===== config.mk =====
export PLATFORM = sky130hd
export DESIGN_NAME = butterfly_pair_feeder
export DESIGN_NICKNAME = d
export VERILOG_FILES = /design/src/rtl/fft_pkg.sv /design/src/rtl/feeder_delay_mem.sv /design/src/rtl/butterfly_pair_feeder.sv
export SDC_FILE = /design/constraint.sdc
export NUM_CORES = 1
export LEC_CHECK = 0
export CORE_MARGIN = 10
export CORE_UTILIZATION = 50
export DETAILED_ROUTE_END_ITERATION = 8
export PLACE_DENSITY = 0.71
export SLEW_MARGIN = 10
export SYNTH_ARGS = -nofsm -noshare
export SYNTH_HDL_FRONTEND = slang
export SYNTH_SLANG_ARGS = --single-unit

===== constraint.sdc =====
create_clock -name clk -period 7.2 [get_ports clk]
set_input_delay 0.72 -clock clk [delete_from_list [all_inputs] [get_ports clk]]
set_output_delay 0.72 -clock clk [all_outputs]
set_load 0.05 [all_outputs]

===== src/rtl/fft_pkg.sv =====
// -----------------------------------------------------------------------------
// fft_pkg
// Shared types and constants for the FFT pipeline stages.
//   VIRTUAL_DATA_WIDTH : default width of one real/imag component (signed)
//   SQRT2_HALF         : round(2^15 * sqrt(2)/2), twiddle constant for butterflies
//   complex_t          : packed {re, im} sample at the default width
//   feeder_state_e     : half-block phase of the butterfly pair feeder
// -----------------------------------------------------------------------------
package fft_pkg;

    localparam int VIRTUAL_DATA_WIDTH = 18;
    localparam int SQRT2_HALF         = 23170;

    typedef struct packed {
        logic signed [VIRTUAL_DATA_WIDTH-1:0] re;
        logic signed [VIRTUAL_DATA_WIDTH-1:0] im;
    } complex_t;

    // FILL: first half of a block is being stored.
    // PAIR: second half is arriving and is matched against the stored half.
    typedef enum logic {
        FILL = 1'b0,
        PAIR = 1'b1
    } feeder_state_e;

    function automatic feeder_state_e other_phase(input feeder_state_e s);
        return (s == FILL) ? PAIR : FILL;
    endfunction

endpackage


===== src/rtl/feeder_delay_mem.sv =====
// -----------------------------------------------------------------------------
// feeder_delay_mem
// Half-block delay storage for the butterfly pair feeder: DEPTH entries of
// elem_t, one synchronous write port and one combinational read port. The
// array has no reset; its contents are meaningless until written.
//   clk   : clock
//   we    : write enable
//   waddr : write address
//   wdata : write data
//   raddr : read address
//   rdata : read data (combinational from raddr)
// -----------------------------------------------------------------------------
module feeder_delay_mem #(
    parameter int  DEPTH  = 4,
    parameter int  AW     = 2,
    parameter type elem_t = fft_pkg::complex_t
) (
    input  logic          clk,
    input  logic          we,
    input  logic [AW-1:0] waddr,
    input  elem_t         wdata,
    input  logic [AW-1:0] raddr,
    output elem_t         rdata
);

    elem_t mem [DEPTH];

    always_ff @(posedge clk) begin
        if (we) begin
            mem[waddr] <= wdata;
        end
    end

    assign rdata = mem[raddr];

endmodule


===== src/rtl/butterfly_pair_feeder.sv =====
// -----------------------------------------------------------------------------
// butterfly_pair_feeder
// Front end of one radix-2 FFT stage. Samples arrive serially; the first
// PAIR_DISTANCE samples of every 2*PAIR_DISTANCE block are stored, and each
// sample of the second half is emitted together with its stored partner as a
// registered pair (x[n], x[n+PAIR_DISTANCE]). Data passes bit-exact.
//
// Optional build macro FFT_FEEDER_FRAME_MARK_EN adds out_first, high with the
// first pair of every block.
//
// Ports:
//   clk, rst_n               : clock, asynchronous active-low reset
//   sync                     : restart block alignment (stored half discarded,
//                              pending output pair kept)
//   in_valid/in_ready        : input sample handshake
//   in_real/in_imag          : input sample
//   out_valid/out_ready      : output pair handshake
//   real_out0/imag_out0      : stored sample x[n]
//   real_out1/imag_out1      : partner sample x[n+PAIR_DISTANCE]
//   bfly_enable              : out_valid & out_ready, butterfly input strobe
//   out_first (macro only)   : pair belongs to block index 0
//
// Handshake: a transfer happens on a rising edge where valid & ready are both
// high. A producer holding valid keeps its data stable until the transfer;
// ready may depend combinationally on the other side's ready (in_ready in PAIR
// looks at out_ready), never on the same side's valid.
//
// The FSM phase is held in state_q (feeder_state_e) and idx_q for observation.
// -----------------------------------------------------------------------------
module butterfly_pair_feeder #(
    parameter int VIRTUAL_DATA_WIDTH = 18,
    parameter int PAIR_DISTANCE      = 4
) (
    input  logic                          clk,
    input  logic                          rst_n,
    input  logic                          sync,
    input  logic                          in_valid,
    output logic                          in_ready,
    input  logic [VIRTUAL_DATA_WIDTH-1:0] in_real,
    input  logic [VIRTUAL_DATA_WIDTH-1:0] in_imag,
    output logic                          out_valid,
    input  logic                          out_ready,
    output logic [VIRTUAL_DATA_WIDTH-1:0] real_out0,
    output logic [VIRTUAL_DATA_WIDTH-1:0] imag_out0,
    output logic [VIRTUAL_DATA_WIDTH-1:0] real_out1,
    output logic [VIRTUAL_DATA_WIDTH-1:0] imag_out1,
    output logic                          bfly_enable
`ifdef FFT_FEEDER_FRAME_MARK_EN
    ,
    output logic                          out_first
`endif
);

    import fft_pkg::*;

    localparam int IDX_W = (PAIR_DISTANCE > 1) ? $clog2(PAIR_DISTANCE) : 1;
    localparam logic [IDX_W-1:0] IDX_LAST = IDX_W'(PAIR_DISTANCE - 1);

    // Same layout as complex_t, but at this instance's component width.
    typedef struct packed {
        logic signed [VIRTUAL_DATA_WIDTH-1:0] re;
        logic signed [VIRTUAL_DATA_WIDTH-1:0] im;
    } sample_t;

    feeder_state_e    state_q, state_d;
    logic [IDX_W-1:0] idx_q, idx_d;

    logic             accept;
    logic             pair_load;
    logic             mem_we;
    logic [IDX_W-1:0] mem_waddr;
    sample_t          in_sample;
    sample_t          mem_rdata;

    sample_t          out0_q, out1_q;
    logic             out_valid_q;

    assign in_sample = {in_real, in_imag};

    // -------------------------------------------------------------------------
    // Phase / index state register
    // -------------------------------------------------------------------------
    always_ff @(posedge clk or negedge rst_n) begin
        if (!rst_n) begin
            state_q <= FILL;
            idx_q   <= '0;
        end else begin
            state_q <= state_d;
            idx_q   <= idx_d;
        end
    end

    // -------------------------------------------------------------------------
    // Next phase, acceptance and memory control
    // -------------------------------------------------------------------------
    always_comb begin
        state_d   = state_q;
        idx_d     = idx_q;
        in_ready  = 1'b1;
        accept    = 1'b0;
        mem_we    = 1'b0;
        mem_waddr = idx_q;
        pair_load = 1'b0;

        // In PAIR every accepted sample produces a pair, so the output
        // register must be empty or emptying this cycle.
        if (state_q == PAIR) begin
            in_ready = ~out_valid_q | out_ready;
        end

        accept = in_valid & in_ready;

        if (sync) begin
            // New block starts here: a sample arriving alongside sync is x[0]
            // of that block, never a partner of the discarded half.
            state_d = FILL;
            idx_d   = '0;
            if (accept) begin
                mem_we    = 1'b1;
                mem_waddr = '0;
                if (PAIR_DISTANCE == 1) begin
                    state_d = PAIR;
                end else begin
                    idx_d = IDX_W'(1);
                end
            end
        end else if (accept) begin
            if (state_q == FILL) begin
                mem_we = 1'b1;
            end else begin
                pair_load = 1'b1;
            end
            if (idx_q == IDX_LAST) begin
                idx_d   = '0;
                state_d = other_phase(state_q);
            end else begin
                idx_d = idx_q + 1'b1;
            end
        end
    end

    // -------------------------------------------------------------------------
    // Half-block storage
    // -------------------------------------------------------------------------
    feeder_delay_mem #(
        .DEPTH  (PAIR_DISTANCE),
        .AW     (IDX_W),
        .elem_t (sample_t)
    ) u_delay_mem (
        .clk   (clk),
        .we    (mem_we),
        .waddr (mem_waddr),
        .wdata (in_sample),
        .raddr (idx_q),
        .rdata (mem_rdata)
    );

    // -------------------------------------------------------------------------
    // Output pair register. Loads only on a PAIR acceptance, so it holds
    // while stalled and is untouched by sync or FILL traffic.
    // -------------------------------------------------------------------------
    always_ff @(posedge clk or negedge rst_n) begin
        if (!rst_n) begin
            out_valid_q <= 1'b0;
            out0_q      <= '0;
            out1_q      <= '0;
        end else if (pair_load) begin
            out_valid_q <= 1'b1;
            out0_q      <= mem_rdata;
            out1_q      <= in_sample;
        end else if (out_ready) begin
            out_valid_q <= 1'b0;
        end
    end

`ifdef FFT_FEEDER_FRAME_MARK_EN
    logic out_first_q;

    always_ff @(posedge clk or negedge rst_n) begin
        if (!rst_n) begin
            out_first_q <= 1'b0;
        end else if (pair_load) begin
            out_first_q <= (idx_q == '0);
        end
    end

    assign out_first = out_first_q;
`endif

    assign out_valid   = out_valid_q;
    assign real_out0   = out0_q.re;
    assign imag_out0   = out0_q.im;
    assign real_out1   = out1_q.re;
    assign imag_out1   = out1_q.im;
    assign bfly_enable = out_valid_q & out_ready;

endmodule


Yosys cells after proc, flatten, opt, wreduce, memory -nomap -nowiden:

Memories as Yosys holds them, arrays and structs flattened. A register that Yosys moved wholly into a read port is not among the register bits.
Cells that the tools add are included.

* bits of input ports: 41
* memory bits (writable): 144
* output and inout port bits: 75
* memories: 1
* flip-flop bits (word level): 40
* logic and storage cells: 38

Memories
* u_delay_mem.mem: depth 4, width 36, read ports 1, clocked after Yosys merged registers in 1, write ports 1, line feeder_delay_mem.sv:26 `elem_t mem [DEPTH];`

* equality and inequality tests: 1
* add/sub/neg operators: 1
* bitwise gates (word level): 4
* reduce and logical (&&, ||, !) cells: 5
* muxes and demuxes: 21

Operator list (number)
* $mux 1: 16
* $mux 2: 5
* $reduce_bool 2->1: 3
* $add 2x1->2 const B: 1
* $and 1x1->1: 2
* $eq 2x2->1 const B: 1
* $reduce_and 2->1: 1
* $logic_not 1->1: 1
* $not 1->1: 1
* $or 1x1->1: 1

Longest topological paths before layout:

* depth after elaboration: 8
* depth in mapped cells: 5
* mapped depth without buffers: 4

Modules after synthesis:

Synthesis repeated with hierarchy kept, for this count alone.

* cells, all modules: 370
* area total of the unflattened synthesis: 8564.5 µm²

Modules (own cells, without submodules)
* feeder_delay_mem: sequential area each 4324.1 µm², times used 1, area an instance 5280.1 µm², cells each 192
* butterfly_pair_feeder: sequential area each 1901.8 µm², times used 1, area an instance 3284.4 µm², cells each 178

Worst setup path after synthesis:

No wires, ideal clock.

* kind: input -> register
* start: input out_ready
* end: memory u_delay_mem.mem[0][0] (netlist name) (enable)
* data required time: 6770 ps
* data arrival time: 2929 ps
* buffers on the path: 0
* setup time: 430 ps
* stages on the path: 4
* setup slack: 3842 ps
* cells stage by stage: and3b_1 -> inv_1 -> nand2_1 -> nor2_1

* cells in the longest elaborated chain, start to end: 7
* elaborated cells between the ends (all ways): 10
* classes of those cells: 8 x mux; 2 x bitwise

RTL lines
* from (decl): line butterfly_pair_feeder.sv:42 `input logic out_ready,`
* $or 1x1->1 *: line butterfly_pair_feeder.sv:108 `in_ready = ~out_valid_q | out_ready;`
* $mux 1 *: line butterfly_pair_feeder.sv:107 `if (state_q == PAIR) begin`
* via in_ready: line butterfly_pair_feeder.sv:38 `output logic in_ready,`
* $and 1x1->1 *: line butterfly_pair_feeder.sv:111 `accept = in_valid & in_ready;`
* $mux 1, on equally long branches: line butterfly_pair_feeder.sv:127, butterfly_pair_feeder.sv:118
* $mux 1: line butterfly_pair_feeder.sv:113 `if (sync) begin`
* $mux 1: line feeder_delay_mem.sv:29 `if (we) begin`
* $mux 1 (not written as such): line feeder_delay_mem.sv:30 `mem[waddr] <= wdata;`
* to (decl): line feeder_delay_mem.sv:26

Mark *: on every way through the listed nets, which the timed path passes. The rest lies on a longest branch.

Final worst setup path:

* start: input out_ready
* end: output in_ready

* cells in the longest elaborated chain, start to end: 2

RTL lines (line)
* $or 1x1->1: butterfly_pair_feeder.sv:108
* $mux 1: butterfly_pair_feeder.sv:107
* to (decl): butterfly_pair_feeder.sv:38

No other way between the ends.

==> out/results.tsv <==
metric	value	unit
RSZ-0062 raised after global routing	false	
hold_ws	0.414	ns
Placed Area	9460	um^2
Synth cell types	23	
clk_skew	0.00769	ns
Synth Warn #	0	
Num CTS Buffers	22	
DR vias	3883	
total power	3.37	mW
GP Congestion	0.713	
CP Launch Type	input pin	
Setup WS pre-CTS	4.01	ns
DRC	0	
predominant post-synthesis flop cell	edfxtp_1	
PD cells	331	nW/um^2
top-count cell post-synth	edfxtp_1	
GRT Total Usage	13.6	%
CTS H-tree depth	1	
Die Y	148	um
Area contributors post-synth	edfxtp_1 (53%), dfrtp_1 (23%), mux2_2 (10%), mux4_2 (10%), buf_6 (0.69%)	
DP Wirelength	8.65	mm
Fmax	324	MHz
clk sinks	220	
cts hold-fix bufs	0	
cell count after placement	689	
Final #Nets	539	
crit path DAT	2.36	ns
Clock Latency Late Sink	0.48	ns
Area Growth Syn to Fin	24.8	%
total grt overflow	0	
Die X	148	um
Mapped Area	8150	um^2
IO buf count	115	
top-area cell type share of the netlist area	53.1	%
CTS clk-pin slew, worst paths	0.06	ns
sequential-to-total area share from yosys stat	76.4	%
Post-synth EDFFs	144	
TritonCTS clock tree	yes	
Hold Vio Cnt, Final	0	
Mean Syn Cell Area	21.7	um^2
Worst IR Drop VDD	0.218	mV
ANT nets after route	0	
setup TNS	0	ns
largest net degree at the start of global routing	77	
ys async rst share	34.5	%
maximum clock insertion buffer count	3	
Final setup viols	0	
CP Capture Type	output port	
critical path's slowest cell	clkdlybuf4s50_1	
Slew Limit Fails	0	
min Tclk post-route	3.08	ns
PnR worst setup slack	4.12	ns
Worst Tran Pin Value	1.20	ns
Post-CTS Setup Inserts	0	
largest area contributor in the netlist	edfxtp_1	
Syn Inst Count	375	
status	finished, final reports clean	
Tcrit/Tclk final	42.8	%
vias in the first global route	4352	
Avg Vias per Cell	5.33	
CP Class	input pin to output port	
crit path max fanout	4	
Final Non-Filler Cells	729	
share of cells above drive strength 1	29.2	%
Post-synth top cells	edfxtp_1 (144), dfrtp_1 (76), mux2_2 (73)	
number of max-cap violations	0	
initial antenna violation count	0	
CP Cell Sequence	clkdlybuf4s50_1 -> and3b_1 -> inv_1 -> clkdlybuf4s50_1	
core footprint	15900	um^2
Root Buffer	clkbuf_16	
starting density of the core	51.1	%
detailed-router iteration count before antenna repair	4	
Yosys reg bits	220	
syn nets	417	
cell row count	46	
per-cell routed wire length	20.2	um
Max-slew headroom	19.5	%
Worst path max stage delay	0.83	ns
Critical Path RT	6.48	ns
Worst path most repeated cell	clkdlybuf4s50_1	
final non-filler cell area	10200	um^2
Die Area	21800	um^2
final wirelength	14.7	mm
LEAKAGE	3.81	nW
# IOs	116	
post_cts resized	0	
Antenna Cells	0	
worst hold path class	input pin to asynchronous set/reset pin	
first-pass GRT wire length	23.9	mm
Util after Layout	63.8	%
DRT iter0 DRCs	248	
-- cells in the final DEF (no fill, tap or decap), drive strengths merged, types with 2 or more instances in the layout --
master / Yosys / final
and3b: 2 / 2
nand3: 2 / 2
clkdlybuf4s50: 0 / 114
dfrtp: 76 / 76
clkinv: 0 / 5
nor2: 6 / 6
mux4: 36 / 36
clkbuf: 2 / 34
nor2b: 2 / 2
o21ai: 3 / 3
mux2: 73 / 73
inv: 2 / 3
nand2: 3 / 3
edfxtp: 144 / 144
buf: 16 / 2
-- cell type report --
class                   instances  area [um^2]
flip-flops and latches        220         6230
fillers                      1114         5770
multi-input cells             135         1800
repair buffers                116         1160
clock buffers                  34          677
well taps                     216          270
clock inverters                 6         31.3
inverters                       2         7.51
-- per-layer routing --
layer / part of all wire, % / vias up / global-route usage (%) / routed length, um
li1: - / 1728 / - / -
met1: 43 / 2027 / 17.7 / 6290
met2: 49 / 112 / 22.0 / 7240
met3: 7.1 / 16 / 3.97 / 1050
met4: 1.0 / 0 / 3.12 / 153
met5: 0 / - / 0 / 0
-- state kept, by name, summed over array words and instances, names as in the netlist --
signal,flops
real_out0,18
state_q,1
real_out1,18
u_delay_mem.mem,144
imag_out1,18
imag_out0,18
idx_q,2
out_valid,1
-- final timing paths --
| path | from | end | cells after the start | slack (ns) |
|---|---|---|---|---|
| max in group asynchronous | rst_n | idx_q[0] | 1 | 6.05 |
| min in group clk | real_out0[15] | real_out0[15] | 1 | 0.50 |
| worst max register to register | idx_q[1] | u_delay_mem.mem[2][9] | 2 | 4.61 |
| worst min register to register | real_out0[15] | real_out0[15] | 1 | 0.50 |
| worst max-delay path | out_ready | in_ready | 4 | 4.12 |
| worst min-delay path | rst_n | real_out0[15] | 1 | 0.41 |
-- cell families after synthesis --
kind of cell             count (synthesis)  share of synthesized area [%]
AO/OA/AOI/OAI                            4                          0.246
adder cells (fa/ha/maj)                  1                          0.154
buffers and inverters                   20                           1.74
flip-flops                             220                           76.4
multiplexers                           109                           20.0
AND/OR/NAND/NOR                         21                           1.40
-- worst max-delay path: cells and delay by family --
family                 cells  cell delay [ns]
buffers and inverters      3             1.44
AND/OR/NAND/NOR            1             0.20
-- power breakdown --
group	switching [mW]	internal, mW
Clock	0.440	0.647
Combinational	0.453	0.282
Sequential	0.0733	1.48
Note: power is estimated with default switching activity, not from simulation.
==> edit (config.mk and constraints unchanged) <==
Build with the macro `FFT_FEEDER_FRAME_MARK_EN` defined.
--- a/src/rtl/butterfly_pair_feeder.sv
+++ b/src/rtl/butterfly_pair_feeder.sv
@@ -28,4 +28,6 @@
 // The FSM phase is held in state_q (feeder_state_e) and idx_q for observation.
 // -----------------------------------------------------------------------------
+`define FFT_FEEDER_FRAME_MARK_EN
+
 module butterfly_pair_feeder #(
     parameter int VIRTUAL_DATA_WIDTH = 18,
Check against the original RTL (old outputs only; new: out_first): equivalent (Yosys induction, for registers that start in step).
==> edit against the original RTL <==
  * Register-to-register slack improved by 0.15 ns
  * Final cell count is 0.41% higher
  * Core utilization down 0.13 points
  * Count of clock-buffer cells in the layout is 1 higher
  * Setup slack improved by 0.053 ns
  * Cell area fell by 0.21%
  * Combinational power is 6.7% higher
  * Synthesized cell count did not move
  * Power is 1.0% lower
  * Via count up 0.36%
  * Routed wire length up 1.6%
  * Sequential cell count rose by 1
  * Area after synthesis grew 0.45%
==> edit: results (changes against the original RTL) <==
status:
  status: "completed"
cts:
  clock_path_buffers: 3  # unchanged
  cts_resized: 0  # unchanged
  path_clk_slew_ns: 0.06  # about the same
  h-tree-depth: 1  # unchanged
  numCtsBuffers: 21  # -4.5%
  root_buffer: "clkbuf_16"
  insertion_delay_ns: 0.49
  postCtsSetupBuffers: 0  # unchanged
critical_path:
  worstPathArrival_ns: 2.31  # -0.05 ns
  slowest_stage: "clkdlybuf4s50_1"
  path_delay_family: "buffers and inverters"
  critPathMaxStageDelay_ns: 0.86  # +0.03 ns
  crit_fanout: 6  # +2
global_route:
  grt_pass1_vias: 4287  # -1.5%
  antenna_found_initial: 0  # unchanged
  track_usage_pct: 14.0  # +0.47 points
  grt_max_degree: 78  # +1.3%
  gr-usage-met3_pct: 4.03  # +0.061 points
  use_met2_pct: 21.8  # -0.18 points
  grt_pass1_wl_mm: 24.4  # +2.3%
  grt_use_met1_pct: 18.9  # +1.1 points
layout:
  antenna_cells: 0  # unchanged
  largest_reg_flops: 144  # unchanged
  final_nets: 544  # +0.93%
  largest-register: "u_delay_mem.mem"
  drive_above_1_share_pct: 28.5  # -0.75 points
  nFillCells: 1131  # +1.5%
synthesis:
  synth_common_cells: "edfxtp_1, dfrtp_1, mux2_2"
  ys_warn_count: 0  # unchanged
  synthDistinctLibCells: 26  # +13%
  ys_async_sr_fraction_pct: 34.8  # +0.30 points
  ys_seq_area_share_pct: 76.4  # about the same
  synth-edff-count: 144  # unchanged
  synth_nets: 418  # +0.24%
  yosys-top-cells-area: "edfxtp_1, dfrtp_1, mux2_2"
routing:
  routed_via_density: 5.32  # about the same
  first_iter_violations: 267  # +7.7%
  avgRoutedWirePerCell_um: 20.4  # +1.2%
  route.met2.wl_mm: 7.03  # -2.9%
  top_layer_used: "met4"
  wl_met1_mm: 6.71  # +6.7%
  dr.pass1.iters: 4  # unchanged
  wl_met3_um: 888  # -15%
sta:
  tightest_slew_ns: 1.02  # -0.186 ns
  clock_skew_ns: 0.00731  # -0.000379 ns
place:
  dp_hpwl_mm: 9.01  # +4.3%
  io_buffers: 116  # +0.87%
  gp_congestion: 0.772  # +8.2%
worst_hold_path:
  hold_class: "input port to async pin"
power:
  max-vdd-ir-drop_v: 0.000194  # -11%
  p_leak_nw: 3.79  # -0.48%
## edit: kinds of logic (layout without fill, tap and decap cells)
family	Yosys count	after routing	synth area share, %
DFF	221	221	76.4
buffers and inverters	19	160	1.64
AOI/OAI and AO/OA	4	4	0.321
muxes	110	110	20.1
and+or+nand+nor	19	19	1.25
adders and majority gates	2	2	0.306
## edit: per-stage QoR
| step | setup slack (ns) | std cells | util (%) | power (mW) | area [µm²] |
|---|---|---|---|---|---|
| global route | 4.09 | 732 | 63.7 | 3.47 | 10100 |
| finish | 4.17 | 732 | 63.7 | 3.34 | 10100 |
| detailed placement | 4.18 | 694 | 59.8 | 2.37 | 9530 |
| global placement | 4.23 | 694 | 59.8 | 2.36 | 9530 |
| CTS | 4.17 | 732 | 63.7 | 3.38 | 10100 |
| floorplan | 3.86 | 375 | - | 2.08 | 8180 |
## edit: area by class of cell
cell class / count / area [µm²] / share of cell area [%]
flip-flops and latches: 221 / 6250 / 61.6
multi-input cells: 135 / 1810 / 17.8
clock inverters: 3 / 21.3 / 0.210
repair buffers: 120 / 1190 / 11.7
clock buffers: 35 / 598 / 5.89
inverters: 2 / 7.51 / 0.0740
well taps: 216 / 270 / 2.66
## edit: where the power goes
part	total (mW)	internal, mW	switching (mW)
clock network	1.00	0.567	0.437
logic	0.784	0.296	0.488
registers	1.55	1.49	0.0630
## edit: worst paths after layout
path | start | to | slack, ns | cells past startpoint
worst max-delay path | out_ready | in_ready | 4.17 | 3
max in group asynchronous | rst_n | idx_q[0] | 6.10 | 1
worst max register to register | idx_q[1] | u_delay_mem.mem[2][12] | 4.76 | 1
worst min-delay path | rst_n | real_out1[11] | 0.41 | 1
min in group clk | imag_out0[1] | imag_out0[1] | 0.50 | 1
worst min register to register | imag_out0[1] | imag_out0[1] | 0.50 | 1
